### src/rtl/hazard_ctrl_pkg.sv
// Shared definitions for the pipeline sequencing controller.
package hazard_ctrl_pkg;

  // Controller states; encodings are shared with the pipeline-register modules.
  typedef enum logic [1:0] {
    ST_BOOT     = 2'd0,
    ST_RUN      = 2'd1,
    ST_MEM_WAIT = 2'd2,
    ST_HALT     = 2'd3
  } state_e;

  // Architectural zero register; writes to it never create a dependency.
  localparam logic [2:0] REG_ZERO = 3'd0;

endpackage

### src/rtl/sat_counter.sv
// Saturating up-counter with asynchronous active-low clear.
module sat_counter #(
  parameter int unsigned WIDTH = 16
) (
  input  logic             clk,
  input  logic             rst_n,
  input  logic             inc,
  output logic [WIDTH-1:0] q
);

  logic [WIDTH-1:0] r_q;

  // Count up on inc, holding at all-ones.
  always_ff @(posedge clk or negedge rst_n) begin
    if (!rst_n) begin
      r_q <= '0;
    end else if (inc && (r_q != '1)) begin
      r_q <= r_q + WIDTH'(1);
    end
  end

  assign q = r_q;

endmodule

### src/rtl/hazard_ctrl.sv
// Pipeline sequencing controller: boot priming, load-use stalls,
// taken-branch flushes, data-memory freezes and performance counters.
module hazard_ctrl
  import hazard_ctrl_pkg::*;
#(
  parameter int unsigned REG_W       = 3,
  parameter int unsigned CNT_W       = 16,
  parameter int unsigned BOOT_CYCLES = 4,
  parameter int unsigned MEM_TIMEOUT = 64
) (
  input  logic             clk,
  input  logic             rst_n,
  input  logic [REG_W-1:0] id_rs,
  input  logic [REG_W-1:0] id_rt,
  input  logic             id_uses_rt,
  input  logic             ex_mem_read,
  input  logic [REG_W-1:0] ex_rt,
  input  logic             ex_br_taken,
  input  logic             mem_busy,
  output logic             pc_write,
  output logic             if_id_write,
  output logic             if_id_flush,
  output logic             id_ex_write,
  output logic             id_ex_bubble,
  output logic             ex_mem_write,
  output logic             halted,
  output logic             mem_timeout,
  output logic [CNT_W-1:0] stall_cnt,
  output logic [CNT_W-1:0] flush_cnt
);

  localparam int unsigned BOOT_W = (BOOT_CYCLES > 1) ? $clog2(BOOT_CYCLES) : 1;
  localparam int unsigned WAIT_W = (MEM_TIMEOUT > 1) ? $clog2(MEM_TIMEOUT + 1) : 1;
  localparam logic [BOOT_W-1:0] BOOT_LAST  = BOOT_W'(BOOT_CYCLES - 1);
  localparam logic [WAIT_W:0]   TIMEOUT_V  = (WAIT_W + 1)'(MEM_TIMEOUT);
  localparam bit                TIMEOUT_EN = (MEM_TIMEOUT != 0);

  state_e              r_state;
  state_e              w_state_nxt;
  logic [BOOT_W-1:0]   r_boot_cnt;
  logic [BOOT_W-1:0]   w_boot_nxt;
  logic [WAIT_W-1:0]   r_wait_cnt;
  logic [WAIT_W-1:0]   w_wait_nxt;
  logic [WAIT_W:0]     w_wait_inc;
  logic                r_mem_timeout;
  logic                w_timeout_set;
  logic                w_load_use;
  logic                w_active;
  logic                w_stall_inc;
  logic                w_flush_inc;

  // Load-use hazard: the load in EX writes a register the ID instruction reads.
  assign w_load_use = ex_mem_read && (ex_rt != REG_W'(REG_ZERO)) &&
                      ((ex_rt == id_rs) || (id_uses_rt && (ex_rt == id_rt)));

  assign w_wait_inc = {1'b0, r_wait_cnt} + (WAIT_W + 1)'(1);

  // State, boot/wait counters and sticky timeout flag.
  always_ff @(posedge clk or negedge rst_n) begin
    if (!rst_n) begin
      r_state       <= ST_BOOT;
      r_boot_cnt    <= '0;
      r_wait_cnt    <= '0;
      r_mem_timeout <= 1'b0;
    end else begin
      r_state    <= w_state_nxt;
      r_boot_cnt <= w_boot_nxt;
      r_wait_cnt <= w_wait_nxt;
      if (w_timeout_set) begin
        r_mem_timeout <= 1'b1;
      end
    end
  end

  // Next-state and same-cycle pipeline control decode.
  always_comb begin
    pc_write      = 1'b0;
    if_id_write   = 1'b0;
    if_id_flush   = 1'b0;
    id_ex_write   = 1'b0;
    id_ex_bubble  = 1'b0;
    ex_mem_write  = 1'b0;
    halted        = 1'b0;
    w_state_nxt   = r_state;
    w_boot_nxt    = r_boot_cnt;
    w_wait_nxt    = r_wait_cnt;
    w_timeout_set = 1'b0;
    w_flush_inc   = 1'b0;
    w_active      = 1'b0;

    case (r_state)
      ST_BOOT: begin
        if_id_flush  = 1'b1;
        id_ex_write  = 1'b1;
        id_ex_bubble = 1'b1;
        ex_mem_write = 1'b1;
        if (r_boot_cnt == BOOT_LAST) begin
          w_state_nxt = ST_RUN;
          w_boot_nxt  = '0;
        end else begin
          w_boot_nxt = r_boot_cnt + BOOT_W'(1);
        end
      end

      ST_RUN, ST_MEM_WAIT: begin
        w_active = 1'b1;
        if (mem_busy) begin
          // Freeze every stage until the data memory is ready.
          if (r_state == ST_RUN) begin
            w_state_nxt = ST_MEM_WAIT;
            w_wait_nxt  = WAIT_W'(1);
          end else begin
            w_wait_nxt = w_wait_inc[WAIT_W] ? r_wait_cnt : w_wait_inc[WAIT_W-1:0];
            if (TIMEOUT_EN && (w_wait_inc >= TIMEOUT_V)) begin
              w_state_nxt   = ST_HALT;
              w_timeout_set = 1'b1;
            end
          end
        end else begin
          w_state_nxt  = ST_RUN;
          pc_write     = 1'b1;
          if_id_write  = 1'b1;
          id_ex_write  = 1'b1;
          ex_mem_write = 1'b1;
          if (ex_br_taken) begin
            // Branch squashes the wrong-path instructions in IF/ID and ID/EX.
            if_id_flush  = 1'b1;
            id_ex_bubble = 1'b1;
            w_flush_inc  = 1'b1;
          end else if (w_load_use) begin
            pc_write     = 1'b0;
            if_id_write  = 1'b0;
            id_ex_bubble = 1'b1;
          end
        end
      end

      ST_HALT: begin
        halted = 1'b1;
      end

      default: begin
        w_state_nxt = ST_BOOT;
      end
    endcase
  end

  assign w_stall_inc = w_active & ~pc_write;
  assign mem_timeout = r_mem_timeout;

  sat_counter #(.WIDTH(CNT_W)) u_stall_cnt (
    .clk   (clk),
    .rst_n (rst_n),
    .inc   (w_stall_inc),
    .q     (stall_cnt)
  );

  sat_counter #(.WIDTH(CNT_W)) u_flush_cnt (
    .clk   (clk),
    .rst_n (rst_n),
    .inc   (w_flush_inc),
    .q     (flush_cnt)
  );

endmodule

### config.mk
export PLATFORM = sky130hd
export DESIGN_NAME = hazard_ctrl
export DESIGN_NICKNAME = d
export VERILOG_FILES = /design/src/rtl/hazard_ctrl_pkg.sv /design/src/rtl/sat_counter.sv /design/src/rtl/hazard_ctrl.sv
export SDC_FILE = /design/constraint.sdc
export NUM_CORES = 1
export LEC_CHECK = 0
export ABC_CLOCK_PERIOD_IN_PS = 1700
export CORE_MARGIN = 3
export CORE_UTILIZATION = 44
export DETAILED_ROUTE_END_ITERATION = 6
export PLACE_DENSITY = 0.78
export SLEW_MARGIN = 20
export SYNTH_ARGS = -nofsm -noshare
export SYNTH_HDL_FRONTEND = slang
export SYNTH_SLANG_ARGS = --single-unit
### constraint.sdc
create_clock -name clk -period 1.7 [get_ports clk]
set_input_delay 0.17 -clock clk [delete_from_list [all_inputs] [get_ports clk]]
set_output_delay 0.17 -clock clk [all_outputs]
set_load 0.05 [all_outputs]
==> flow_summary.json <==
{
  "outcome": "finished with violations",
  "violations": "setup timing",
  "ir_drop_mv": 1.03,
  "hold_viol": 0,
  "core_area_um2": 4850,
  "firstDrtPassIters": 4,
  "synth_top_family_by_area": "simple AND/OR/NAND/NOR gates",
  "cts.path.max_buffers": 2,
  "die_height_um": 77.7,
  "maxCapViolations": 0,
  "p_leak_uw": 0.00171,
  "ant_nets": 0,
  "yosys-top-cells-area": "dfrtp_1, xnor2_1, xor2_1",
  "avgSynthCellArea_um2": 10.4,
  "required_ps": 1880,
  "wl_per_cell_um": 15.0,
  "ys_seq_area_share_pct": 48.7,
  "final.hold.worst_slack_ps": 360,
  "fin_ws_ps": -198,
  "synth-simple-area-share_pct": 21.0,
  "ys_ff_latch": 44,
  "wl_um": 5810,
  "placedCellCount": 366,
  "max_freq_ghz": 0.527,
  "start_kind": "register",
  "skew_ps": 2.63,
  "path_max_fanout": 4,
  "final.min_clock_period_ps": 1900,
  "cts_root_buf": "clkbuf_8",
  "grt_max_degree": 21,
  "synthesis.nets": 239,
  "synth_largest_area_cell": "dfrtp_1",
  "nNetsFinal": 341,
  "synth_top_area_share_pct": 48.7,
  "ys_types": 37,
  "areaGrowthSynthToFinish_pct": 56.3,
  "route.detailed.drc": 0,
  "vias": 2016,
  "cts_tree": "built",
  "synth_compound_area_share_pct": 9.14,
  "report.final.slew_viol_count": 0,
  "endpoint_kind": "register",
  "boundaryPins": 55,
  "fp.dieW_um": 77.7,
  "dp_hpwl_um": 3800,
  "dieArea_um2": 6030,
  "period_share_pct": 112,
  "numCtsBuffers": 5,
  "clkSinkCount": 44,
  "start_util_pct": 46.6,
  "slew_headroom_pct": 66.2,
  "cts-htree-levels": 2,
  "p_per_area_nw_per_um2": 1490,
  "syn_inst": 217,
  "drt_iter0_drc": 118,
  "worst_slew_pin_slew_ps": 507,
  "grt.total_usage_pct": 18.8,
  "hold_class": "input pin to asynchronous set/reset pin",
  "num_rows": 25,
  "clkLatencyLatePin_ps": 290,
  "diodes": 0,
  "synth_xor_area_share_pct": 14.0,
  "grt_first_pass_wirelength_um": 9130,
  "synthAdderAreaFrac_pct": 3.88,
  "final-setup-viol-count": 31,
  "via_per_inst": 5.21,
  "muxShareOfSynthArea_pct": 1.44,
  "fin_setup_tns_ps": -2910,
  "grt_pass1_vias": 1967,
  "gr-total-overflow": 0,
  "antenna_found_initial": 0,
  "drive_gt1_share_pct": 46.3,
  "power_uw": 5260,
  "clk_pin_slew_worst_paths_ps": 80,
  "netlist_area_um2": 2260,
  "yosysWarnings": 0,
  "finalNonFillerCells": 387,
  "path_class": "register to register",
  "place.gp.congestion": 0.862,
  "port_buffers": 54,
  "rsz0062_at_grt": "true",
  "critical_path_arrival_ps": 2080
}
==> metrics by stage <==
| stage | util, % | worst slack [ps] | cell area (um^2) |
|---|---|---|---|
| floorplan | - | -272 | 2350 |
| global placement | 65.4 | -421 | 3170 |
| detailed placement | 65.4 | -481 | 3170 |
| CTS | 69.8 | -137 | 3380 |
| global route | 72.8 | -274 | 3530 |
| finish | 72.8 | -198 | 3530 |
==> Yosys cell counts (all sizes together) <==
master and instances:
nand3 9, a21o 1, buf 2, ha 7
mux2i 1, nand2b 2, dfrtp 44, inv 6
nor2b 2, a31oi 2, o21a 1, o2111ai 1
o21ai 12, o31ai 1, mux2 2, and3 11
and4 4, nand4 14, nand2 21, a311oi 1
nor3 3, a22o 1, nor2 16, and2 6
o22ai 1, nand4b 1, or3b 1, a211o 1
xor2 12, a22oi 1, xnor2 24, a21oi 2
o31a 1, clkbuf 1, a211oi 1, a41oi 1
==> critical path, cell delays in order (launching register included) <==
cell and delay [ps]:
dfrtp_1 400, inv_2 70, ha_4 260, buf_4 140, o2111ai_4 150, a22oi_4 250
or3b_1 380, xnor2_1 130
==> final cells by class <==
class	instances	area, um^2
clock buffer	6	72.6
sequential	44	1120
clock inverter	2	12.5
fill	333	1320
tap	67	83.8
timing repair buffer	98	885
multi-input combinational	164	1330
inverter	6	22.5
==> flip-flops by register name, indices dropped and copies added, names as in the netlist <==
signal	cells
u_flush_cnt.q	16
mem_timeout	1
r_state	2
r_wait_cnt	7
u_stall_cnt.q	16
r_boot_cnt	2
==> path summary, 6_finish.rpt <==
kind                              from  cells past startpoint  slack (ps)               end
min in group clk           mem_timeout                      1         460       mem_timeout
setup / recovery            r_state[1]                      7        -200  u_stall_cnt.q[8]
hold / removal                   rst_n                      2         360  u_flush_cnt.q[6]
setup reg to reg            r_state[1]                      7        -200  u_stall_cnt.q[8]
max in group asynchronous        rst_n                      3         780  u_stall_cnt.q[5]
hold reg to reg            mem_timeout                      1         460       mem_timeout
==> kinds of logic after synthesis <==
family,after synthesis
AO/OA/AOI/OAI,28
XOR/XNOR,36
adder cells (fa/ha/maj),7
buffers and inverters,9
flip-flops,44
multiplexers,3
AND/OR/NAND/NOR,90
==> power breakdown <==
| group | switching [uW] | total, uW | internal [uW] | leakage [uW] |
|---|---|---|---|---|
| logic | 1750 | 3160 | 1410 | 0.00111 |
| registers | 181 | 1450 | 1270 | 0.000555 |
| clock network | 360 | 647 | 288 | 0.0000412 |
| total | 2290 | 5260 | 2970 | 0.00171 |
==> metal layers <==
layer | global-route usage, % | part of all wire [%] | vias to the layer above
met3 | 4.41 | 4.9 | 9
met1 | 23.3 | 42 | 984
met2 | 32.1 | 52 | 54
met5 | 0 | 0 | -
met4 | 6.23 | 1.9 | 0
li1 | - | - | 969
==> layout by cell type, fill, tap and decap left out, types with 7 or more instances in the layout <==
cell	Yosys	routed
buf_4	2	69
dfrtp_1	44	26
xnor2_1	24	23
dfrtp_2	0	18
nand2_1	21	16
nand4_1	14	14
xor2_1	12	12
o21ai_0	12	9
clkdlybuf4s50_1	0	9
and3_1	11	8
nor2_1	16	8
nand3_1	9	7
buf_12	0	7
==> timing repair <==
action | CTS | global route
pin swaps | 17 | 21
gates resized for setup | 20 | 29
endpoints found under the hold margin | 18 | 0
setup endpoints to repair | 24 | 41
hold buffers | 1 | 0
setup buffers | 7 | 5
Power figures use the tool's default switching activity.
